**src/rtl/rps_pkg.sv**
```systemverilog
// Shared definitions for the rock-paper-scissors game: move and result codes,
// round-sequencer state encoding and the move judge.
package rps_pkg;

   localparam logic [1:0] ROCK     = 2'b00;
   localparam logic [1:0] PAPER    = 2'b01;
   localparam logic [1:0] SCISSORS = 2'b10;
   localparam logic [1:0] INVALID  = 2'b11;

   localparam logic [1:0] RES_ERR = 2'b00;
   localparam logic [1:0] RES_P1  = 2'b01;
   localparam logic [1:0] RES_P2  = 2'b10;
   localparam logic [1:0] RES_TIE = 2'b11;

   localparam logic [1:0] ST_COLLECT = 2'd0;
   localparam logic [1:0] ST_REVEAL  = 2'd1;
   localparam logic [1:0] ST_SCORE   = 2'd2;
   localparam logic [1:0] ST_SHOW    = 2'd3;

   // An invalid move on either side voids the round rather than forfeiting it.
   function automatic logic [1:0] rps_judge(input logic [1:0] m1, input logic [1:0] m2);
      if (m1 == INVALID || m2 == INVALID) begin
         return RES_ERR;
      end else if (m1 == m2) begin
         return RES_TIE;
      end else if ((m1 == ROCK && m2 == SCISSORS) ||
                   (m1 == SCISSORS && m2 == PAPER) ||
                   (m1 == PAPER && m2 == ROCK)) begin
         return RES_P1;
      end else begin
         return RES_P2;
      end
   endfunction

endpackage

```
**src/rtl/rps_judge_comb.sv**
```systemverilog
// Pure combinational round judge, shared with the suspense display.
module rps_judge_comb
   import rps_pkg::*;
(
   input  logic [1:0] m1,
   input  logic [1:0] m2,
   output logic [1:0] res
);

   assign res = rps_judge(m1, m2);

endmodule

```
**src/rtl/rps_round_ctrl.sv**
```systemverilog
// Round sequencer: collects both locked moves, runs the reveal window against
// the display timebase, scores the round and tracks the match winner.
module rps_round_ctrl
   import rps_pkg::*;
#(
   parameter int REVEAL_TICKS = 1600,
   parameter int WIN_SCORE    = 3,
   parameter int CNT_W        = 11
) (
   input  logic       clk,
   input  logic       rst,
   input  logic       tick,
   input  logic [1:0] sw_move1,
   input  logic [1:0] sw_move2,
   input  logic       lock1,
   input  logic       lock2,
   input  logic       next,
   output logic [1:0] move1,
   output logic [1:0] move2,
   output logic [1:0] result,
   output logic       susp_en,
   output logic [3:0] score1,
   output logic [3:0] score2,
   output logic [1:0] locked,
   output logic       match_over
);

   localparam logic [CNT_W-1:0] CNT_LAST = CNT_W'(REVEAL_TICKS - 1);
   localparam logic [3:0]       WIN      = 4'(WIN_SCORE);

   logic [1:0]       state;
   logic [CNT_W-1:0] cnt;
   logic [1:0]       judged;

   rps_judge_comb u_judge (
      .m1  (move1),
      .m2  (move2),
      .res (judged)
   );

   always_ff @(posedge clk or posedge rst) begin
      if (rst) begin
         state      <= ST_COLLECT;
         cnt        <= '0;
         move1      <= ROCK;
         move2      <= ROCK;
         result     <= RES_ERR;
         susp_en    <= 1'b0;
         score1     <= '0;
         score2     <= '0;
         locked     <= 2'b00;
         match_over <= 1'b0;
      end else begin
         // Result tracks the latched moves one clock later in every state.
         result <= judged;
         case (state)
            ST_COLLECT: begin
               if (locked == 2'b11) begin
                  state   <= ST_REVEAL;
                  cnt     <= '0;
                  susp_en <= 1'b1;
               end else begin
                  if (lock1 && !locked[0]) begin
                     move1     <= sw_move1;
                     locked[0] <= 1'b1;
                  end
                  if (lock2 && !locked[1]) begin
                     move2     <= sw_move2;
                     locked[1] <= 1'b1;
                  end
               end
            end
            ST_REVEAL: begin
               if (tick) begin
                  if (cnt == CNT_LAST) begin
                     state <= ST_SCORE;
                     cnt   <= '0;
                  end else begin
                     cnt <= cnt + 1'b1;
                  end
               end
            end
            ST_SCORE: begin
               state <= ST_SHOW;
               if (result == RES_P1) begin
                  score1 <= score1 + 4'd1;
                  if (score1 + 4'd1 == WIN) match_over <= 1'b1;
               end else if (result == RES_P2) begin
                  score2 <= score2 + 4'd1;
                  if (score2 + 4'd1 == WIN) match_over <= 1'b1;
               end
            end
            ST_SHOW: begin
               if (next) begin
                  if (match_over) begin
                     score1     <= '0;
                     score2     <= '0;
                     match_over <= 1'b0;
                  end
                  locked  <= 2'b00;
                  susp_en <= 1'b0;
                  move1   <= ROCK;
                  move2   <= ROCK;
                  state   <= ST_COLLECT;
               end
            end
            default: state <= ST_COLLECT;
         endcase
      end
   end

endmodule

```
**config.mk**
```make
export PLATFORM = sky130hd
export DESIGN_NAME = rps_round_ctrl
export DESIGN_NICKNAME = d
export VERILOG_FILES = /design/src/rtl/rps_pkg.sv /design/src/rtl/rps_judge_comb.sv /design/src/rtl/rps_round_ctrl.sv
export SDC_FILE = /design/constraint.sdc
export NUM_CORES = 1
export LEC_CHECK = 0
export ABC_AREA = 0
export CAP_MARGIN = 20
export CORE_ASPECT_RATIO = 0.7
export CORE_UTILIZATION = 55
export CTS_CLUSTER_DIAMETER = 60
export CTS_CLUSTER_SIZE = 14
export DETAILED_ROUTE_END_ITERATION = 10
export PLACE_DENSITY = 0.81
export SLEW_MARGIN = 20
export SYNTH_ARGS = -nofsm -noshare
export SYNTH_HDL_FRONTEND = slang
export SYNTH_SLANG_ARGS = --single-unit
```
**constraint.sdc**
```tcl
create_clock -name clk -period 3.6 [get_ports clk]
set_input_delay 0.36 -clock clk [delete_from_list [all_inputs] [get_ports clk]]
set_output_delay 0.36 -clock clk [all_outputs]
set_load 0.05 [all_outputs]
```
==> impl_metrics.yaml <==
sta:
  hold_violations: 0
  grt_setup_unrepaired: "false"
  worst_pin_slew_ns: 0.6703
  slew_headroom_pct: 55.32
  setup_viol: 0
  fin_crit_ns: 2.176
  finalCritPeriodShare_pct: 60.46
  setup_tns_ns: 0
  fin_skew_ns: 0.01038
  max_freq_mhz: 459.5
  slew_viol_final: 0
global_routing:
  grt_pass1_wl_um: 6492
  grt-busiest-layer: "met2"
  antenna_found_initial: 0
  globalRouteMet1Util_pct: 30.06
  grt_max_degree: 32
  grtUsageMet2_pct: 40.06
  grt_overflow: 0
  grt_pass1_vias: 1442
  grt_usage_pct: 23.67
  use_met3_pct: 5.422
route:
  vias_per_cell: 5.695
  num_vias: 1515
  wl_per_cell_um: 14.06
  drc: 0
  drt_iter0_markers: 125
  antenna_left: 0
  drt_wl_total_um: 3741
  dr.pass1.iters: 6
clocking:
  numCtsBuffers: 5
  max-clock-path-buffers: 2
  clk_latency_ns: 0.29
  h-tree-depth: 2
  cts_tree: "built"
  cts-root-buf: "clkbuf_8"
  cts-resized-gates: 0
  cts_sinks: 31
  cts_setup_buffers: 0
  path_clk_slew_ns: 0.07
  cts.hold.buffers_added: 0
die:
  start_util_pct: 57.99
  design.core.area_um2: 3148
  rows: 17
  die_area_um2: 3557
  io-pin-count: 28
  die_y_um: 50.20
  chipWidth_um: 70.86
worst_setup_path:
  critPathLaunchType: "flip-flop"
  worstPathArrival_ns: 2.33
  crit-reg2reg-launch: "state[0]$_DFFE_PP0P_"
  required_ns: 3.75
  cp_max_fo: 12
  crit_type: "flip-flop to flip-flop"
  crit_path_end_kind: "flip-flop"
  startpoint: "state[0]$_DFFE_PP0P_"
power:
  max-vdd-ir-drop_mv: 0.3578
  pwr-share-clk_pct: 17.4
  total_power_mw: 2.057
  p_per_area_nw_per_um2: 917.8
  switching_share_pct: 47.14
  p_int_mw: 1.087
  combPwrFrac_pct: 54.1
  p_sw_mw: 0.9695
  leakage_nw: 0.9902
  pwr-share-seq_pct: 28.5
synthesis:
  synth_area_leaders: "dfrtp_1 42%, ha_1 8.2%, o21ai_0 5.2%"
  synthesis.nets: 219
  ys.warnings.count: 0
  yosys-top-cells-count: "31 x dfrtp_1, 22 x nor2_1, 19 x o21ai_0"
  synth-seq-cells: 31
  yosysSeqAreaShare_pct: 42.49
  yosysMostFrequentCell: "dfrtp_1"
  synth_edf_count: 0
  synth_cell_types: 38
  synth_top_cell_by_area: "dfrtp_1"
  async_reset_ff_share_pct: 100.0
  syn_avg_cell_area_um2: 9.267
  syn-cell-area_um2: 1826
  synthCells: 197
  yosysTopAreaCellShare_pct: 42.49
  dominantRegCellSynth: "dfrtp_1"
finish:
  fillers: 235
  drive_gt1_share_pct: 7.018
  seq_area_um2: 775.7
  syn_to_final_growth_pct: 22.76
  diodes: 0
  multi_input_area_um2: 958.4
  nNetsFinal: 249
placed_design:
  gp_congestion: 0.8385
  dp.final_hpwl_um: 2643
  port_buffers: 27
worst_hold_path:
  hold_path_class: "input port to asynchronous set/reset pin"
run:
  maxCapViolCount: 0
status:
  status: "finished clean"
## metal layers
layer  vias to the layer above  share of wire (%)
li1                        731                  -
met4                         0               0.94
met5                         -                  0
met2                        41                 48
met1                       736                 46
met3                         7                4.7
## cells in the final DEF (no fill, tap or decap), types with 3 or more instances in the layout
| cell type | synthesis | final |
|---|---|---|
| a21boi_0 | 3 | 3 |
| a21oi_1 | 7 | 7 |
| a31oi_1 | 3 | 3 |
| clkbuf_8 | 0 | 6 |
| clkdlybuf4s50_1 | 0 | 27 |
| dfrtp_1 | 31 | 31 |
| ha_1 | 12 | 12 |
| inv_1 | 17 | 17 |
| mux2i_1 | 4 | 4 |
| nand2_1 | 18 | 18 |
| nand2b_1 | 5 | 5 |
| nand3_1 | 5 | 5 |
| nand3b_1 | 4 | 4 |
| nand4_1 | 4 | 4 |
| nor2_1 | 22 | 22 |
| nor3_1 | 3 | 3 |
| o21ai_0 | 19 | 19 |
| o31ai_1 | 5 | 5 |
| xnor2_1 | 8 | 8 |
## area by class of cell
cell class / instances / share of cell area (%)
Sequential cell: 31 / 34.62
Clock inverter: 2 / 1.563
Clock buffer: 6 / 3.685
Multi-Input combinational cell: 144 / 42.77
Tap cell: 38 / 2.122
Timing Repair Buffer: 28 / 12.40
Inverter: 17 / 2.848
## power groups by stage
stage	registers, mW	clock network [mW]	logic, mW
6_report	0.587	0.358	1.11
5_1_grt	0.606	0.379	1.22
4_1_cts	0.586	0.364	1.11
3_5_place_dp	0.591	0	1.11
3_3_place_gp	0.581	0	1.08
2_1_floorplan	0.821	0	0.601
## critical path: stages (launching register included)
cell and delay [ns]:
dfrtp_1 0.39, inv_1 0.11, ha_1 0.27, a21boi_4 0.17, or3_4 0.49, nor4_1 0.37
xnor2_1 0.17, nor2_1 0.07
## through the flow
stage               cells  hold slack [ns]  util (%)  instance area (um^2)  setup WS [ns]
floorplan             197           0.4635         -                  1826          1.623
global placement      258           0.5031     67.45                  2123          1.569
detailed placement    258           0.5261     67.45                  2123          1.456
CTS                   266           0.4669     71.18                  2241          1.422
global route          266           0.5366     71.18                  2241          1.267
finish                266           0.4527     71.18                  2241          1.424
## final timing paths
kind                                              end  slack (ns)  depth (start not counted)
worst min register to register     cnt[1]$_DFFE_PP0P_        0.54                          2
max in group asynchronous       score2[1]$_DFFE_PP0P_        2.85                          3
worst min-delay path              result[1]$_DFF_PP0_        0.45                          3
worst max register to register     cnt[9]$_DFFE_PP0P_        1.42                          7
min in group clk                   cnt[1]$_DFFE_PP0P_        0.54                          2
worst max-delay path               cnt[9]$_DFFE_PP0P_        1.42                          7
## sequential cells by signal, indices dropped and copies added, names as in the netlist
| name | flops |
|---|---|
| cnt | 11 |
| score1 | 4 |
| score2 | 4 |
| locked | 2 |
| move1 | 2 |
| move2 | 2 |
| result | 2 |
| state | 2 |
| match_over | 1 |
| susp_en | 1 |
## kinds of logic (layout without fill, tap and decap cells)
| group | Yosys count | in the layout | synth area share, % |
|---|---|---|---|
| fa+ha+maj | 12 | 12 | 8.225 |
| flops | 31 | 31 | 42.49 |
| xor+xnor | 10 | 10 | 4.798 |
| compound gates | 44 | 44 | 15.15 |
| simple gates | 73 | 73 | 21.52 |
| buf+inv | 22 | 53 | 5.003 |
| mux | 5 | 5 | 2.810 |
No activity file was read; power rests on OpenSTA's default activity.
